===== config.mk =====
export PLATFORM = sky130hd
export DESIGN_NAME = mem_arb
export DESIGN_NICKNAME = d
export VERILOG_FILES = /design/src/rtl/mem_arb_pkg.sv /design/src/rtl/mem_arb_pick.sv /design/src/rtl/mem_arb.sv
export SDC_FILE = /design/constraint.sdc
export NUM_CORES = 1
export LEC_CHECK = 0
export ABC_AREA = 1
export CORE_UTILIZATION = 28
export DETAILED_ROUTE_END_ITERATION = 8
export SLEW_MARGIN = 0
export SYNTH_ARGS = -nofsm -noshare
export SYNTH_HDL_FRONTEND = slang
export SYNTH_HIERARCHICAL = 1
export SYNTH_SLANG_ARGS = --single-unit

===== constraint.sdc =====
create_clock -name clk -period 7.2 [get_ports clk]
set_input_delay 1.8 -clock clk [delete_from_list [all_inputs] [get_ports clk]]
set_output_delay 1.8 -clock clk [all_outputs]
set_load 0.02 [all_outputs]

===== src/rtl/mem_arb_pkg.sv =====
// Shared encodings for the mem_arb two-port memory arbiter.
// Optional build macro: MEM_ARB_RR_EN (round-robin arbitration instead of fixed D-over-I).
package mem_arb_pkg;

    // Sequencer states
    typedef enum logic [1:0] {
        ARB_IDLE = 2'b00,
        ARB_BUSY = 2'b01,
        ARB_RESP = 2'b10
    } arb_state_e;

    // Owner encoding; the two values are complements, so "the other port" is a bit flip
    localparam logic OWN_I = 1'b0;
    localparam logic OWN_D = 1'b1;

endpackage


===== src/rtl/mem_arb_pick.sv =====
// Combinational winner select for mem_arb.
// Optional build macro: MEM_ARB_RR_EN selects round-robin; otherwise D always beats I.
module mem_arb_pick
    import mem_arb_pkg::*;
(
    input  logic i_req,
    input  logic d_req,
    input  logic last_grant,
    output logic grant,
    output logic owner
);

    // Pick the winning port from the live requests
    always_comb begin
        grant = i_req | d_req;
`ifdef MEM_ARB_RR_EN
        if (i_req && d_req) begin
            // Contention: the port not served last time wins
            owner = ~last_grant;
        end else begin
            owner = d_req ? OWN_D : OWN_I;
        end
`else
        // D wins whenever it asks; with no requester the select parks on last_grant
        owner = d_req ? OWN_D : (i_req ? OWN_I : last_grant);
`endif
    end

endmodule


===== src/rtl/mem_arb.sv =====
// mem_arb: shares one mem_system between the instruction port (I) and data port (D).
// A winning request is latched, driven to mem_system until Done, then acknowledged
// to its owner with a one-cycle registered pulse.
// Optional build macro: MEM_ARB_RR_EN (round-robin arbitration with a last-grant flop).
module mem_arb
    import mem_arb_pkg::*;
#(
    parameter int unsigned AW = 16,
    parameter int unsigned DW = 16
) (
    input  logic          clk,
    input  logic          rst,
    input  logic          i_req,
    input  logic [AW-1:0] i_addr,
    output logic          i_ack,
    output logic [DW-1:0] i_rdata,
    output logic          i_hit,
    input  logic          d_req,
    input  logic          d_wr,
    input  logic [AW-1:0] d_addr,
    input  logic [DW-1:0] d_wdata,
    output logic          d_ack,
    output logic [DW-1:0] d_rdata,
    output logic          d_hit,
    output logic          err,
    output logic [AW-1:0] mem_addr,
    output logic [DW-1:0] mem_wdata,
    output logic          mem_rd,
    output logic          mem_wr,
    input  logic [DW-1:0] mem_rdata,
    input  logic          mem_done,
    input  logic          mem_hit,
    input  logic          mem_err
);

    arb_state_e state_q;
    logic       owner_q;
    logic       last_grant;
    logic       pick_grant;
    logic       pick_owner;

    mem_arb_pick u_pick (
        .i_req      (i_req),
        .d_req      (d_req),
        .last_grant (last_grant),
        .grant      (pick_grant),
        .owner      (pick_owner)
    );

`ifdef MEM_ARB_RR_EN
    logic last_grant_q;

    // Round-robin pointer: remembers the port granted most recently
    always_ff @(posedge clk or posedge rst) begin
        if (rst) begin
            last_grant_q <= OWN_D;
        end else if (state_q == ARB_IDLE && pick_grant) begin
            last_grant_q <= pick_owner;
        end
    end

    assign last_grant = last_grant_q;
`else
    // Fixed priority keeps no pointer; the owner register only parks the idle select
    assign last_grant = owner_q;
`endif

    // Arbitration sequencer; every mem_system and response output is a flop
    always_ff @(posedge clk or posedge rst) begin
        if (rst) begin
            state_q   <= ARB_IDLE;
            owner_q   <= OWN_D;
            mem_rd    <= 1'b0;
            mem_wr    <= 1'b0;
            mem_addr  <= '0;
            mem_wdata <= '0;
            i_ack     <= 1'b0;
            i_rdata   <= '0;
            i_hit     <= 1'b0;
            d_ack     <= 1'b0;
            d_rdata   <= '0;
            d_hit     <= 1'b0;
            err       <= 1'b0;
        end else begin
            i_ack <= 1'b0;
            d_ack <= 1'b0;
            unique case (state_q)
                ARB_IDLE: begin
                    if (pick_grant) begin
                        owner_q <= pick_owner;
                        state_q <= ARB_BUSY;
                        if (pick_owner == OWN_D) begin
                            mem_addr  <= d_addr;
                            mem_wdata <= d_wdata;
                            mem_rd    <= ~d_wr;
                            mem_wr    <= d_wr;
                        end else begin
                            // Port I only ever reads
                            mem_addr <= i_addr;
                            mem_rd   <= 1'b1;
                            mem_wr   <= 1'b0;
                        end
                    end
                end
                ARB_BUSY: begin
                    if (mem_done) begin
                        mem_rd  <= 1'b0;
                        mem_wr  <= 1'b0;
                        state_q <= ARB_RESP;
                        if (mem_err) begin
                            err <= 1'b1;
                        end
                        if (owner_q == OWN_D) begin
                            d_rdata <= mem_rdata;
                            d_hit   <= mem_hit;
                            d_ack   <= 1'b1;
                        end else begin
                            i_rdata <= mem_rdata;
                            i_hit   <= mem_hit;
                            i_ack   <= 1'b1;
                        end
                    end
                end
                ARB_RESP: begin
                    // The ack pulse raised on Done is visible for this single cycle
                    state_q <= ARB_IDLE;
                end
                default: begin
                    state_q <= ARB_IDLE;
                end
            endcase
        end
    end

endmodule

-- Yosys cells after proc, flatten, opt, wreduce, memory -nomap -nowiden
Index checks and enable logic that the tools add are counted.
- bits in registers: 74
- bits in latches: 0
- RAM bits: 0
- ROM bits: 0
- input bits: 72
- output and inout bits: 71
- word-level logic and storage cells: 47
- memories kept: 0
- add/sub/neg operators: 0
- multiply operators: 0
- divide/modulo/power cells: 0
- $lt $le $gt $ge: 0
- eq/ne operators: 3
- shift-type cells: 0
- muxes and demuxes: 19
- bitwise logic cells: 3
- reductions and logical operators: 9
- operators with widths (kind ; count):
    $mux W16 ; 1
    $reduce_and A3 Y1 ; 5
    $mux W1 ; 13
    $mux W2 ; 2
    $ne A2 B2 Y1 const B ; 2
    $pmux W1 S2 ; 2
    $pmux W2 S2 ; 1
    $reduce_and A2 Y1 ; 2
    $eq A2 B1 Y1 const B ; 1
    $logic_not A2 Y1 ; 1
    $not A1 Y1 ; 2
    $reduce_bool A2 Y1 ; 1
    $or A1 B1 Y1 ; 1

-- Depth between registers and ports, before layout
- depth in word-level cells: 5
- mapped depth: 10
- mapped depth without buffers: 8

-- Hierarchy
Netlist, hierarchy kept.
- by module, submodules not included (module ; instances ; cells an instance ; area an instance (um2) ; sequential area each (um2)):
    mem_arb ; 1 ; 370 ; 3121.7 ; 1853.0
    mem_arb_pick ; 1 ; 5 ; 18.8 ; 0.0

-- Least setup slack after synthesis
Ideal clock, no wire load.
- path kind: input to register
- start: input i_req
- end: register mem_wdata[0]
- setup time: 0.117 ns
- arrival: 2.621 ns
- required time: 7.083 ns
- setup slack: 4.462 ns
- stages: 10
- buffers on the path: 2
- path through: inv_1 > nand2_1 > nand2_1 > clkbuf_2 > nand2_1 > inv_2 > nand2_2 > buf_2 > nand2_1 > nand2_1
- cells in the longest elaborated chain, start to end: 3
- elaborated cells between the ends (all ways): 4
- classes of those cells: mux (2); bitwise (1); reduce/logical (1)
- RTL lines (what ; line ; RTL):
    start, declared ; mem_arb.sv:13 ; input logic i_req,
    $mux W1 (2 in a row) ; mem_arb_pick.sv:25 ; owner = d_req ? OWN_D : (i_req ? OWN_I : last_grant);
    named net pick_owner ; mem_arb.sv:40 ; logic pick_owner;
    $reduce_and A3 Y1 (no line) ; - ;
    end signal, assigned ; mem_arb.sv:94 ; mem_wdata <= d_wdata;
    end, declared ; mem_arb.sv:27 ; output logic [DW-1:0] mem_wdata,
The timed path passes the listed nets, and every way through them passes these cells.
A chain may end at the register's enable or synchronous reset.

-- Worst setup path in the final report
Same ends and word-level chain as after synthesis.

==> impl_metrics.yaml <==
run_status:
  status: "finished, final reports clean"
drt:
  drc: 0
  wl_um: 8416
  drtPass1Iterations: 6
  viasPerCell: 4.386
  drt_iter0_markers: 121
  drt.antenna.violating_nets: 0
  via_count: 2886
  routedWlPerCell_um: 12.79
worst_setup_path:
  crit_chain: "clkdlybuf4s50_1, inv_1, nand2_1, nand2_1, nand2_1, inv_2, nand2_2, nand2_1, nand2_1"
  crit_top_cell: "nand2_1"
  r2r-start: "last_grant"
  cp_max_fo: 34
  crit_slowest_cell: "nand2_1"
  path_class: "in -> reg"
  r2r_cells: 7
  cp-startpoint: "i_req"
  critPathCaptureType: "flop"
  rr_endpoint: "mem_wdata[0]"
  worstPathArrival_ns: 3.91
  r2r_slack_ns: 4.80
  start_kind: "input pin"
  slowest_delay_ns: 0.68
  cp.required_ns: 7.44
  worstSetupEndpoint: "mem_wdata[0]"
pwr:
  p_leak_uw: 0.002415
  power_density_mw_per_mm2: 427.2
  max-vdd-ir-drop_uv: 168.4
  total_power_uw: 2078
flow_run:
  drv_cap: 0
clock_network:
  cts-htree-levels: 3
  ctsResizeCount: 0
  clock-sinks: 74
  clk_latency_ns: 0.34
  path_clk_slew_ns: 0.08
  postCtsHoldBufs: 0
  root_buffer: "clkbuf_8"
  cts_buffers: 9
  postCtsSetupRepairBufs: 0
  cts_tree: "yes"
  clockBufferDepth: 2
sta:
  setup-violations-final: 0
  tightest_slew_ns: 0.9365
  hold_violations: 0
  finalSetupTns_ns: 0
  rsz0062_at_grt: "false"
  max_clock_freq_mhz: 272.2
  fin_worst_skew_ns: 0.01100
  period_minus_slack_ns: 3.673
  hold_ws_ns: 0.4736
  final_max_slew_viol_count: 0
  finalCritPeriodShare_pct: 51.02
  relSlewSlack_pct: 37.41
worst_hold_path:
  hold_path_class: "reg -> reg"
  whs_path_depth: 2
  hp-start: "i_rdata[10]"
global_routing:
  grt_pass1_wl_um: 13800
  first_global_vias: 2898
  grt_start_max_net_pins: 75
  overflow: 0
  grt.total_usage_pct: 15.40
  antenna_found_initial: 0
synth:
  syn_avg_cell_area_um2: 8.375
  synth.net_count: 447
  yosysSeqAreaShare_pct: 59.00
  ys_warn_count: 6
  yosysTopAreaCellShare_pct: 58.17
  ys_seq_elements: 74
  synth_cells: 375
  synth_cell_types: 15
  ys_top_cells_by_area: "dfrtp_1 (58%), nand2_1 (24%), nand3_1 (5.9%)"
  mappedNetlistArea_mm2: 0.003141
  synth_top_area_cell: "dfrtp_1"
finish:
  drive_gt1_share_pct: 5.792
  fill_cells: 1095
  antennaDiodeCount: 0
  syn_to_final_growth_pct: 54.86
  final_area_mm2: 0.004863
  nNetsFinal: 585
placed_design:
  place_area_mm2: 0.004647
  gp_congestion: 0.7592
  dp_hpwl_um: 5797
  port_buffers: 142
floorplanning:
  core_area_mm2: 0.01089
  die_area_mm2: 0.01164
  fp.dieH_um: 107.9
  rows: 38
  initial_core_util_pct: 28.84
  dieWidth_um: 107.9
  io_pins: 143
## area by class of cell
| type | count | area [um^2] | share of cell area, % |
|---|---|---|---|
| inverter | 26 | 98.84 | 2.032 |
| clock inverter | 6 | 88.84 | 1.827 |
| sequential | 74 | 1853 | 38.10 |
| tap | 140 | 175.2 | 3.602 |
| timing repair buffer | 143 | 1429 | 29.38 |
| multi-input combinational | 259 | 1091 | 22.43 |
| clock buffer | 10 | 127.6 | 2.624 |
## placed cells by master (no fill, tap or decap), drive strengths merged
cell type      count
nand3             37
dfrtp             73
clkinv             2
nand4              1
nand2            199
clkinvlp           2
buf                1
dfstp              1
inv               26
o21ai             17
nor2               5
bufinv             2
clkdlybuf4s50    142
clkbuf            10
## worst max-delay path: cells and delay by family
family / cells / cell delay, ns
and+or+nand+nor: 6 / 1.34
buffers and inverters: 3 / 0.76
## cell families after synthesis
logic type,count (synthesis),share of synthesized area [%]
and+or+nand+nor,242,32.03
DFF,74,59.00
buffers and inverters,42,6.255
AOI/OAI and AO/OA,17,2.709
## registers in the layout (all words and copies together) (netlist names), 2 cells and up
signal / flops
d_rdata: 16
i_rdata: 16
mem_addr: 16
mem_wdata: 16
state_q: 2
## how the worst min path moves through the flow
stage                  end
2_1_floorplan   last_grant
3_3_place_gp    d_rdata[3]
3_5_place_dp   d_rdata[15]
4_1_cts        d_rdata[15]
5_1_grt         d_rdata[4]
6_report       i_rdata[10]
## cells in the mapped netlist
cell	number
buf_4	1
buf_6	3
clkbuf_1	2
nor2_4	5
nand2_1	197
dfstp_2	1
nand3_1	37
o21ai_0	17
nand2_2	2
buf_2	9
clkbuf_2	1
nand4_2	1
dfrtp_1	73
inv_1	22
inv_2	4
## power by group
| part | internal, uW | switching, uW | total, uW |
|---|---|---|---|
| clock | 196 | 160 | 356 |
| sequential | 605 | 119 | 724 |
| combinational | 440 | 557 | 998 |
| total | 1240 | 836 | 2080 |
## per-stage QoR
step                util [%]  setup slack (ns)  cells
finish                 44.67             3.527    658
global route           44.67             3.283    658
CTS                    44.67             3.542    658
detailed placement     42.68             3.172    642
global placement       42.68             3.266    642
floorplan                  -             3.520    375
## routing by layer
layer  up-vias  part of all wire (%)  global-route usage (%)
met1      1341                    43                   18.92
met5         -                     0                       0
met3         7                   8.3                   6.295
met2       111                    48                   25.18
met4         0                  0.70                   3.620
li1       1427                     -                       -
(Power assumes the default switching activity.)
